===== config.mk =====
export PLATFORM = sky130hd
export DESIGN_NAME = jk_counter_reg
export DESIGN_NICKNAME = d
export VERILOG_FILES = /design/src/rtl/jk_pkg.sv /design/src/rtl/jk_bit_next.sv /design/src/rtl/jk_counter_reg.sv
export SDC_FILE = /design/constraint.sdc
export NUM_CORES = 1
export LEC_CHECK = 0
export BUFFER_PORTS_ARGS = -buffer_cell sky130_fd_sc_hd__buf_2
export CAP_MARGIN = 20
export CORE_MARGIN = 2
export CORE_UTILIZATION = 40
export CTS_CLUSTER_SIZE = 8
export DETAILED_ROUTE_END_ITERATION = 10
export PLACE_DENSITY = 0.62
export SLEW_MARGIN = 15
export SYNTH_ARGS = -nofsm -noshare
export SYNTH_HDL_FRONTEND = slang
export SYNTH_HIERARCHICAL = 1
export SYNTH_SLANG_ARGS = --single-unit
export TNS_END_PERCENT = 20

===== constraint.sdc =====
create_clock -name clk -period 2.3 [get_ports clk]
set_input_delay 0.23 -clock clk [delete_from_list [all_inputs] [get_ports clk]]
set_output_delay 0.23 -clock clk [all_outputs]
set_load 0.02 [all_outputs]

===== src/rtl/jk_pkg.sv =====
// Shared constants for the JK counter register: operating mode encodings.
package jk_pkg;

   localparam logic [1:0] MODE_JK   = 2'b00;
   localparam logic [1:0] MODE_UP   = 2'b01;
   localparam logic [1:0] MODE_DOWN = 2'b10;
   localparam logic [1:0] MODE_LOAD = 2'b11;

endpackage


===== src/rtl/jk_bit_next.sv =====
// Single-bit JK flip-flop next-state function (purely combinational).
module jk_bit_next (
   input  logic q,
   input  logic j,
   input  logic k,
   output logic q_next
);

   // {j,k}: 00 hold, 01 clear, 10 set, 11 toggle
   always_comb begin
      q_next = q;
      case ({j, k})
         2'b00:   q_next = q;
         2'b01:   q_next = 1'b0;
         2'b10:   q_next = 1'b1;
         default: q_next = ~q;
      endcase
   end

endmodule


===== src/rtl/jk_counter_reg.sv =====
// Multi-mode register: per-bit JK, up/down counter (wrap or saturate) and
// parallel load, with registered terminal-count and changed flags.
module jk_counter_reg
   import jk_pkg::*;
#(
   parameter int unsigned      WIDTH     = 8,
   parameter bit               NEG_EDGE  = 1'b1,
   parameter bit               SATURATE  = 1'b0,
   parameter logic [WIDTH-1:0] RESET_VAL = '0
) (
   input  logic             clk,
   input  logic             reset,
   input  logic             en,
   input  logic [1:0]       mode,
   input  logic [WIDTH-1:0] j,
   input  logic [WIDTH-1:0] k,
   input  logic [WIDTH-1:0] d,
   output logic [WIDTH-1:0] q,
   output logic             tc,
   output logic             changed
);

   logic [WIDTH-1:0] q_q, q_d;
   logic             tc_q, tc_d;
   logic             changed_q, changed_d;
   logic [WIDTH-1:0] jk_next;
   logic             all_ones, all_zero;
   logic             clk_act;

   // One register set; the active edge is chosen by steering the clock
   // polarity rather than by duplicating the state logic per edge.
   if (NEG_EDGE) begin : g_neg_edge
      assign clk_act = ~clk;
   end else begin : g_pos_edge
      assign clk_act = clk;
   end

   for (genvar i = 0; i < WIDTH; i++) begin : g_jk_bit
      jk_bit_next u_jk_bit_next (
         .q      (q_q[i]),
         .j      (j[i]),
         .k      (k[i]),
         .q_next (jk_next[i])
      );
   end

   assign all_ones = (q_q == '1);
   assign all_zero = (q_q == '0);

   // Next-state selection by mode; tc flags a bound hit even when saturated
   always_comb begin
      q_d       = q_q;
      tc_d      = 1'b0;
      changed_d = 1'b0;
      if (en) begin
         case (mode)
            MODE_JK: q_d = jk_next;
            MODE_UP: begin
               tc_d = all_ones;
               if (!(SATURATE && all_ones)) begin
                  q_d = q_q + WIDTH'(1);
               end
            end
            MODE_DOWN: begin
               tc_d = all_zero;
               if (!(SATURATE && all_zero)) begin
                  q_d = q_q - WIDTH'(1);
               end
            end
            default: q_d = d;
         endcase
         changed_d = (q_d != q_q);
      end
   end

   // State register with synchronous active-high reset
   always_ff @(posedge clk_act) begin
      if (reset) begin
         q_q       <= RESET_VAL;
         tc_q      <= 1'b0;
         changed_q <= 1'b0;
      end else begin
         q_q       <= q_d;
         tc_q      <= tc_d;
         changed_q <= changed_d;
      end
   end

   assign q       = q_q;
   assign tc      = tc_q;
   assign changed = changed_q;

endmodule


* Yosys cells after proc, flatten, opt, wreduce, memory -nomap -nowiden
Cells that the tools add are included.
Cells by class: mux-type cells 11, equality and inequality tests 20, $add $sub $neg 2, reductions and logical operators 11, bitwise operators 9
Operators by type and width (count):
- one-hot mux 1 bit (3 select lines) | 8
- one-hot mux 8 bit (3 select lines) | 1
- == test 2 x 1 -> 1 bit, second input constant | 9
- == test 2 bit, second input constant | 9
- logical NOT 2 bit | 9
- inverter 1 bit | 9
- adder 8 x 1 -> 8 bit, second input constant | 1
- == test 8 bit, second input constant | 1
- logical NOT 8 bit | 1
- two-way mux 8 bit | 1
- != test 8 bit | 1
- subtractor 8 x 1 -> 8 bit, second input constant | 1
- one-hot mux 1 bit (2 select lines) | 1
- OR reduction 2 bit | 1
Word-level totals: register bits 10, bits of input ports 29

* Depth between registers and ports, before layout
Gate-level depths: netlist of the first run.
word-level depth 5, gate-level depth with buffers 12, gate-level depth less buffers 10

* Hierarchy
Netlist of the first run, hierarchy kept.
Modules (own cells, without submodules):
- jk_counter_reg | instances 1, seq. area each 200.2 µm², area each 1462.7 µm², cells an instance 202
- jk_bit_next | instances 8, seq. area each 0.0 µm², area each 13.8 µm², cells an instance 2

==> results.md, run 1 <==
- Result of the run: finished, violations left
- Violations in the final reports: setup timing
- Data arrival at the endpoint of the critical path: 2.13 ns
- WL final: 4958 um
- Setup crit start kind: input port
- Met1 routing resource usage after global routing: 29.34%
- Setup slack of the critical path after layout: -0.7263 ns
- Worst voltage drop across the vdd grid: 0.2593 mV
- FFs w/ async S/R, synth: 0%
- Dominant combinational cell family by area after synthesis: compound AO/OA/AOI/OAI gates
- Fraction of final layout cells with drive strength greater than 1: 36.70%
- Die Y-Extent: 66.71 um
- Number of I/O port buffers: 38
- Final Skew: 0.01407 ns
- Total of endpoints with negative setup slack in the final report: 10
- Overall track demand over capacity in global routing: 23.37%
- Setup repair after global routing missed its margin: yes
- Standard cell area after detailed placement: 0.002038 mm2
- Fraction of post-synthesis cell area in the top cell type by area: 12.73%
- DRC violations left: 0
- Synth Area in Compound Gates: 33.81%
- Mux share of post-synthesis cell area: 5.091%
- Crit path max fanout: 3
- Number of cell rows: 22
- Number of levels in the clock H-tree: 1
- Global-route wire length before repair: 8004 um
- Xor/xnor share of the synthesized area: 3.341%
- Initial antenna violation count: 0
- Met2 global-route usage: 39.00%
- Most used flip-flop cell after synthesis: sky130_fd_sc_hd__dfxtp_1
- Hold violation total from the final report: 0
- Final global-route overflow total: 0
- Leak pwr: 0.001030 uW
- Worst-case clock buffer depth: 2
- Max Transition Viols Final: 0
- Detailed-placement wirelength estimate: 3754 um
- CTS sink cnt: 10
- Tightest Pin Transition: 0.4828 ns
- Worst setup path class: input port to register
- Post-synthesis cell type with the largest combined area: sky130_fd_sc_hd__dfxtp_1
- Simple-gate share of the synthesized area: 25.86%
- Seq/Total Area, Yosys: 12.73%
- Clock-pin transition on the worst setup and hold timing paths: 0.04 ns
- Total negative setup slack: -4.613 ns
- Number of CTS-inserted buffers: 3
- Average wire length per cell after detail routing: 14.37 um
- Max_cap viols: 0
- Clock tree from TritonCTS: yes
- GR Util met3: 5.236%
- Hold-fix buffers, CTS: 0
- Maximum number of pins on one net before global-route repair: 18
- Initial core utilization: 42.32%
- Vias in the first global route: 1787
- Final net count: 334
- Average vias per placed instance: 5.568
- Most used standard cell by instance count after synthesis: sky130_fd_sc_hd__nand2_1
- DIE WIDTH: 66.71 um
- Number of detailed-route iterations in the first pass: 4
- Seq cells post-synth: 10
- Count of boundary I/O pins: 39
- Master cell of the clock root buffer: sky130_fd_sc_hd__clkbuf_8
- Max_slew headroom: 67.56%
- Antenna Diode Count: 0
- Std-Cell Core Area: 0.003716 mm2
- Synth warnings: 6
- Commonest cells post-synth: sky130_fd_sc_hd__nand2_1, sky130_fd_sc_hd__inv_1, sky130_fd_sc_hd__a21oi_1, sky130_fd_sc_hd__nor2_1, sky130_fd_sc_hd__dfxtp_1
- Post-layout instance area: 0.002211 mm2
- Worst hold-check path type: register to register
- Post-Syn Instances: 218
- Non-filler instance count after layout: 345
- Clock latency on the worst-skew pair: 0.32 ns
- Crit path launch: mode[0]
- Number of enable-type register cells in the synthesized netlist: 0
- Antenna-violating nets left: 0
- Routability cong.: 0.8747
- Hold Crit Start: q[4]
- # placed instances: 329
- Data required time at the worst endpoint: 1.40 ns
- Synthesized cell area: 0.001573 mm2
- Power Dens Cells: 425.2 mW/mm2
- Area enclosed by the die boundary: 0.004450 mm2
- Global route hottest layer: met2
- Post-synthesis share of cell area spent on full adders, half adders and majority gates: 5.569%
- Vias post-DR: 1921
- Worst Setup End Kind: register
- Top post-synthesis cells by area: sky130_fd_sc_hd__dfxtp_1, sky130_fd_sc_hd__nand2_1, sky130_fd_sc_hd__ha_1
- Netlist cell types: 65
- Starting DRT DRC Count: 157
- Fraction of the core area covered by cells at the end of the flow: 59.49%
- Net count of the mapped netlist: 254
- Synthesized area divided by synthesized cell count: 7.214 um2
- Worst r2r src: q[1]
- Area growth from synthesis to final layout: 40.57%
[layer usage]
metal / routed length, um / up-vias
li1: - / 948
met1: 2084 / 881
met2: 2346 / 83
met3: 457 / 9
met4: 70 / 0
met5: 0 / -
[state kept, by name, summed over array words and instances (netlist names)]
name and cells:
q 8, tc 1, changed 1
[path summary, 6_finish.rpt]
path                            endpoint  slack (ns)  cells after the start
worst max-delay path             changed       -0.73                     11
worst min register to register      q[4]        0.65                      3
worst min-delay path                q[4]        0.65                      3
worst max register to register   changed        0.17                      8
[report_power, final]
| part | switching [uW] | internal, uW |
|---|---|---|
| combinational | 245 | 223 |
| clock | 134 | 142 |
| sequential | 8.40 | 187 |
[per-stage QoR]
| step | hold slack (ns) | power, uW | setup slack, ns |
|---|---|---|---|
| global route | 0.6798 | 1009 | -0.7743 |
| floorplan | 0.7233 | 505.0 | -1.012 |
| detailed placement | 0.6474 | 657.1 | -1.124 |
| finish | 0.6525 | 940.0 | -0.7263 |
| global placement | 0.6434 | 655.5 | -1.097 |
| CTS | 0.6522 | 939.3 | -0.6858 |
[critical path, stage by stage]
cell,delay [ns]
sky130_fd_sc_hd__buf_8,0.08
sky130_fd_sc_hd__inv_4,0.04
sky130_fd_sc_hd__ha_4,0.15
sky130_fd_sc_hd__xor2_1,0.14
sky130_fd_sc_hd__ha_1,0.33
sky130_fd_sc_hd__a221oi_2,0.33
sky130_fd_sc_hd__buf_4,0.17
sky130_fd_sc_hd__a311oi_1,0.04
sky130_fd_sc_hd__o2111ai_1,0.23
sky130_fd_sc_hd__and4b_1,0.26
sky130_fd_sc_hd__a41oi_2,0.12
[final cells by class]
cell class                      instances  area, um2
Multi-Input combinational cell        167       1229
Timing Repair Buffer                   84      551.8
Inverter                               22      86.33
Tap cell                               48      60.06
Clock buffer                            3      41.29
Clock inverter                         11      42.54
Sequential cell                        10      200.2
Fill cell                             352       1505
[cell usage in the layout (no fill, tap or decap), types with 2 or more instances in the layout]
cell type and count:
sky130_fd_sc_hd__a211oi_1 4, sky130_fd_sc_hd__a21o_1 2, sky130_fd_sc_hd__a21oi_1 13, sky130_fd_sc_hd__a221oi_1 2, sky130_fd_sc_hd__a221oi_2 2, sky130_fd_sc_hd__a22o_1 3, sky130_fd_sc_hd__a31oi_1 3, sky130_fd_sc_hd__buf_2 36
sky130_fd_sc_hd__buf_4 46, sky130_fd_sc_hd__clkbuf_8 3, sky130_fd_sc_hd__dfxtp_1 10, sky130_fd_sc_hd__ha_1 4, sky130_fd_sc_hd__ha_4 2, sky130_fd_sc_hd__inv_1 30, sky130_fd_sc_hd__mux2i_1 8, sky130_fd_sc_hd__nand2_1 24
sky130_fd_sc_hd__nand2b_1 7, sky130_fd_sc_hd__nand2b_2 2, sky130_fd_sc_hd__nand3_1 4, sky130_fd_sc_hd__nand3b_1 2, sky130_fd_sc_hd__nand4_1 3, sky130_fd_sc_hd__nor2_1 12, sky130_fd_sc_hd__nor2b_1 5, sky130_fd_sc_hd__nor3_1 5
sky130_fd_sc_hd__o2111ai_1 2, sky130_fd_sc_hd__o211a_1 2, sky130_fd_sc_hd__o21ai_0 8, sky130_fd_sc_hd__o22ai_1 5, sky130_fd_sc_hd__o31ai_1 2, sky130_fd_sc_hd__or3_1 2, sky130_fd_sc_hd__xnor2_1 3, sky130_fd_sc_hd__xor2_1 3
[cells by family after synthesis]
kind of cell,after synthesis
buffers and inverters,41
DFF,10
xor gates and xnor gates,6
AOI/OAI and AO/OA,70
and+or+nand+nor,76
muxes,8
adders and majority gates,7
[what timing repair did]
action	CTS	global route
setup buffers	2	1
gates resized for setup	12	1
setup endpoints to repair	10	11
pin swaps	7	3
Note: power is estimated with default switching activity, not from simulation.
==> inputs of run 2 (changes only) <==
- PLACE_DENSITY: 0.62 -> 0.69
==> run 2 against run 1 <==
Compared with the run above:
- the flow still finishes with violations (setup timing)
- first-iteration DRC count grew 0.64%
- clock power grew 3%
- via count grew 0.42%
- final cell count shrank 0.87%
- clock skew grew 0.0088 ns
- global-route usage shrank 0.070 points
- sequential cell count is the same
- die area is the same
==> results.md, run 2 (synthesis gave the netlist of run 1 again) <==
- Detailed-placement wirelength estimate: 3685 um
- Clock latency on the worst-skew pair: 0.33 ns
- Overall track demand over capacity in global routing: 23.30%
- Number of cell rows: 22
- Data required time at the worst endpoint: 1.34 ns
- Die Y-Extent: 66.71 um
- Depth of the most critical reg-to-reg path: 7
- Vias post-DR: 1929
- Setup crit start kind: input port
- Delay of the slowest critical-path stage: 0.45 ns
- Max_slew headroom: 67.25%
- Final Skew: 0.02286 ns
- Worst r2r src: q[6]
- Worst-case clock buffer depth: 2
- Max Transition Viols Final: 0
- Number of levels in the clock H-tree: 1
- Vias in the first global route: 1700
- Max FFs per register: 8
- Final global-route overflow total: 0
- Total net switching power: 398.9 uW
- Number of fill cells: 359
- Most common library cell in the layout ignoring fill and taps: sky130_fd_sc_hd__buf_4
- Max_cap viols: 0
- CTS sink cnt: 10
- Worst setup path class: input port to register
- Standard cell area after detailed placement: 0.002023 mm2
- Maximum number of pins on one net before global-route repair: 18
- Area enclosed by the die boundary: 0.004450 mm2
- Hold-fix buffers, CTS: 0
- Data arrival at the endpoint of the critical path: 2.09 ns
- Initial core utilization: 42.32%
- Setup slack of the critical path after layout: -0.7470 ns
- DRC violations left: 0
- Total of endpoints with negative setup slack in the final report: 10
- Routability cong.: 0.9021
- Post-Route Hold Slack: 0.6562 ns
- Endpoint of the worst-slack reg-to-reg timing path: changed
- Crit path max fanout: 9
- Post-layout instance area: 0.002195 mm2
- Worst slack at placement: -1.159 ns
- Worst voltage drop across the vdd grid: 0.2459 mV
- Average wire length per cell after detail routing: 14.95 um
- Number of CTS-inserted buffers: 3
- Final net count: 331
- Worst hold-check path type: register to register
- Switching Fraction: 42.38%
- Power share of the combinational group: 48.8%
- Result of the run: finished, violations left
- Clock-pin transition on the worst setup and hold timing paths: 0.04 ns
- Antenna-violating nets left: 0
- Cell Int Power: 542.3 uW
- Critical Path, Cell by Cell: buf_8 > ha_2 > buf_4 > nand2_1 > o21ai_0 > a222oi_1 > o2111ai_1 > and4b_1 > a41oi_2
- Hold Crit Start: q[4]
- FF-to-FF setup slack: 0.19 ns
- Hold violation total from the final report: 0
- Power Dens Cells: 428.9 mW/mm2
- Fraction of final layout cells with drive strength greater than 1: 36.73%
- Clock network fraction of total power: 30.3%
- Count of boundary I/O pins: 39
- Std-Cell Core Area: 0.003716 mm2
- Setup repair after global routing missed its margin: yes
- DIE WIDTH: 66.71 um
- Violations in the final reports: setup timing
- Initial antenna violation count: 0
- Tightest Pin Transition: 0.4845 ns
- Critical-path cell with the highest stage delay: sky130_fd_sc_hd__a222oi_1
- Antenna Diode Count: 0
- Worst Setup End Kind: register
- Area growth from synthesis to final layout: 39.54%
- Master cell of the clock root buffer: sky130_fd_sc_hd__clkbuf_8
- Worst hold path cell count: 3
- Commonest cells after routing, fill and taps aside: sky130_fd_sc_hd__buf_4, sky130_fd_sc_hd__buf_2, sky130_fd_sc_hd__inv_1
- Clock tree from TritonCTS: yes
- WL final: 5113 um
- Number of detailed-route iterations in the first pass: 5
- Average vias per placed instance: 5.640
- Starting DRT DRC Count: 158
- Total negative setup slack: -3.810 ns
- Sequential cell fraction of total power: 20.9%
- Number of I/O port buffers: 38
- End point of the worst hold path: q[4]
- Global-route wire length before repair: 7893 um
- Leak pwr: 0.001016 uW
==> run 2: repair_timing <==
action	CTS	global route
cloned	0	0
pin swaps	10	9
gates resized for setup	13	4
setup endpoints to repair	11	10
setup buffers	1	1
==> run 2: critical path: cells and delay by family <==
| kind | cells | cell delay, ns |
|---|---|---|
| AO/OA/AOI/OAI | 4 | 0.89 |
| adder cells (fa/ha/maj) | 1 | 0.26 |
| AND/OR/NAND/NOR | 2 | 0.42 |
| buffers and inverters | 2 | 0.29 |
==> run 2: worst max path at each step <==
stage | from | cells past startpoint | end | slack, ns
CTS | mode[0] | 11 | changed | -0.77
finish | mode[0] | 9 | changed | -0.75
global placement | mode[0] | 9 | changed | -1.15
detailed placement | mode[0] | 11 | changed | -1.16
global route | mode[0] | 11 | changed | -0.77
floorplan | mode[0] | 12 | changed | -1.01
==> run 2: metrics by stage <==
stage / power [uW] / instances / utilization (%)
global placement: 645.1 / 327 / 54.44
finish: 941.2 / 342 / 59.06
CTS: 935.8 / 341 / 58.45
global route: 1001 / 342 / 59.06
detailed placement: 650.5 / 327 / 54.44
floorplan: 505.0 / 218 / -
==> run 2: routing by layer <==
layer / vias to the layer above / global-route usage (%) / wire (um)
met2: 105 / 35.50 / 2325
met5: - / 0 / 0
met1: 862 / 30.66 / 2161
li1: 947 / - / -
met3: 15 / 5.068 / 494
met4: 0 / 11.73 / 131
==> run 2: cell type report <==
cell class / instances / area, um2 / share of cell area, %
well taps: 48 / 60.06 / 2.737
clock inverters: 11 / 42.54 / 1.938
flip-flops and latches: 10 / 201.4 / 9.179
repair buffers: 81 / 529.3 / 24.12
inverters: 22 / 88.84 / 4.048
multi-input cells: 167 / 1231 / 56.10
clock buffers: 3 / 41.29 / 1.881
==> run 2: power groups by stage <==
| stage | Sequential [uW] | Clock (uW) | Combinational (uW) |
|---|---|---|---|
| 2_1_floorplan | 219 | 29.4 | 256 |
| 3_5_place_dp | 198 | 29.4 | 423 |
| 5_1_grt | 198 | 309 | 495 |
| 3_3_place_gp | 198 | 29.4 | 417 |
| 4_1_cts | 196 | 294 | 445 |
| 6_report | 196 | 286 | 459 |
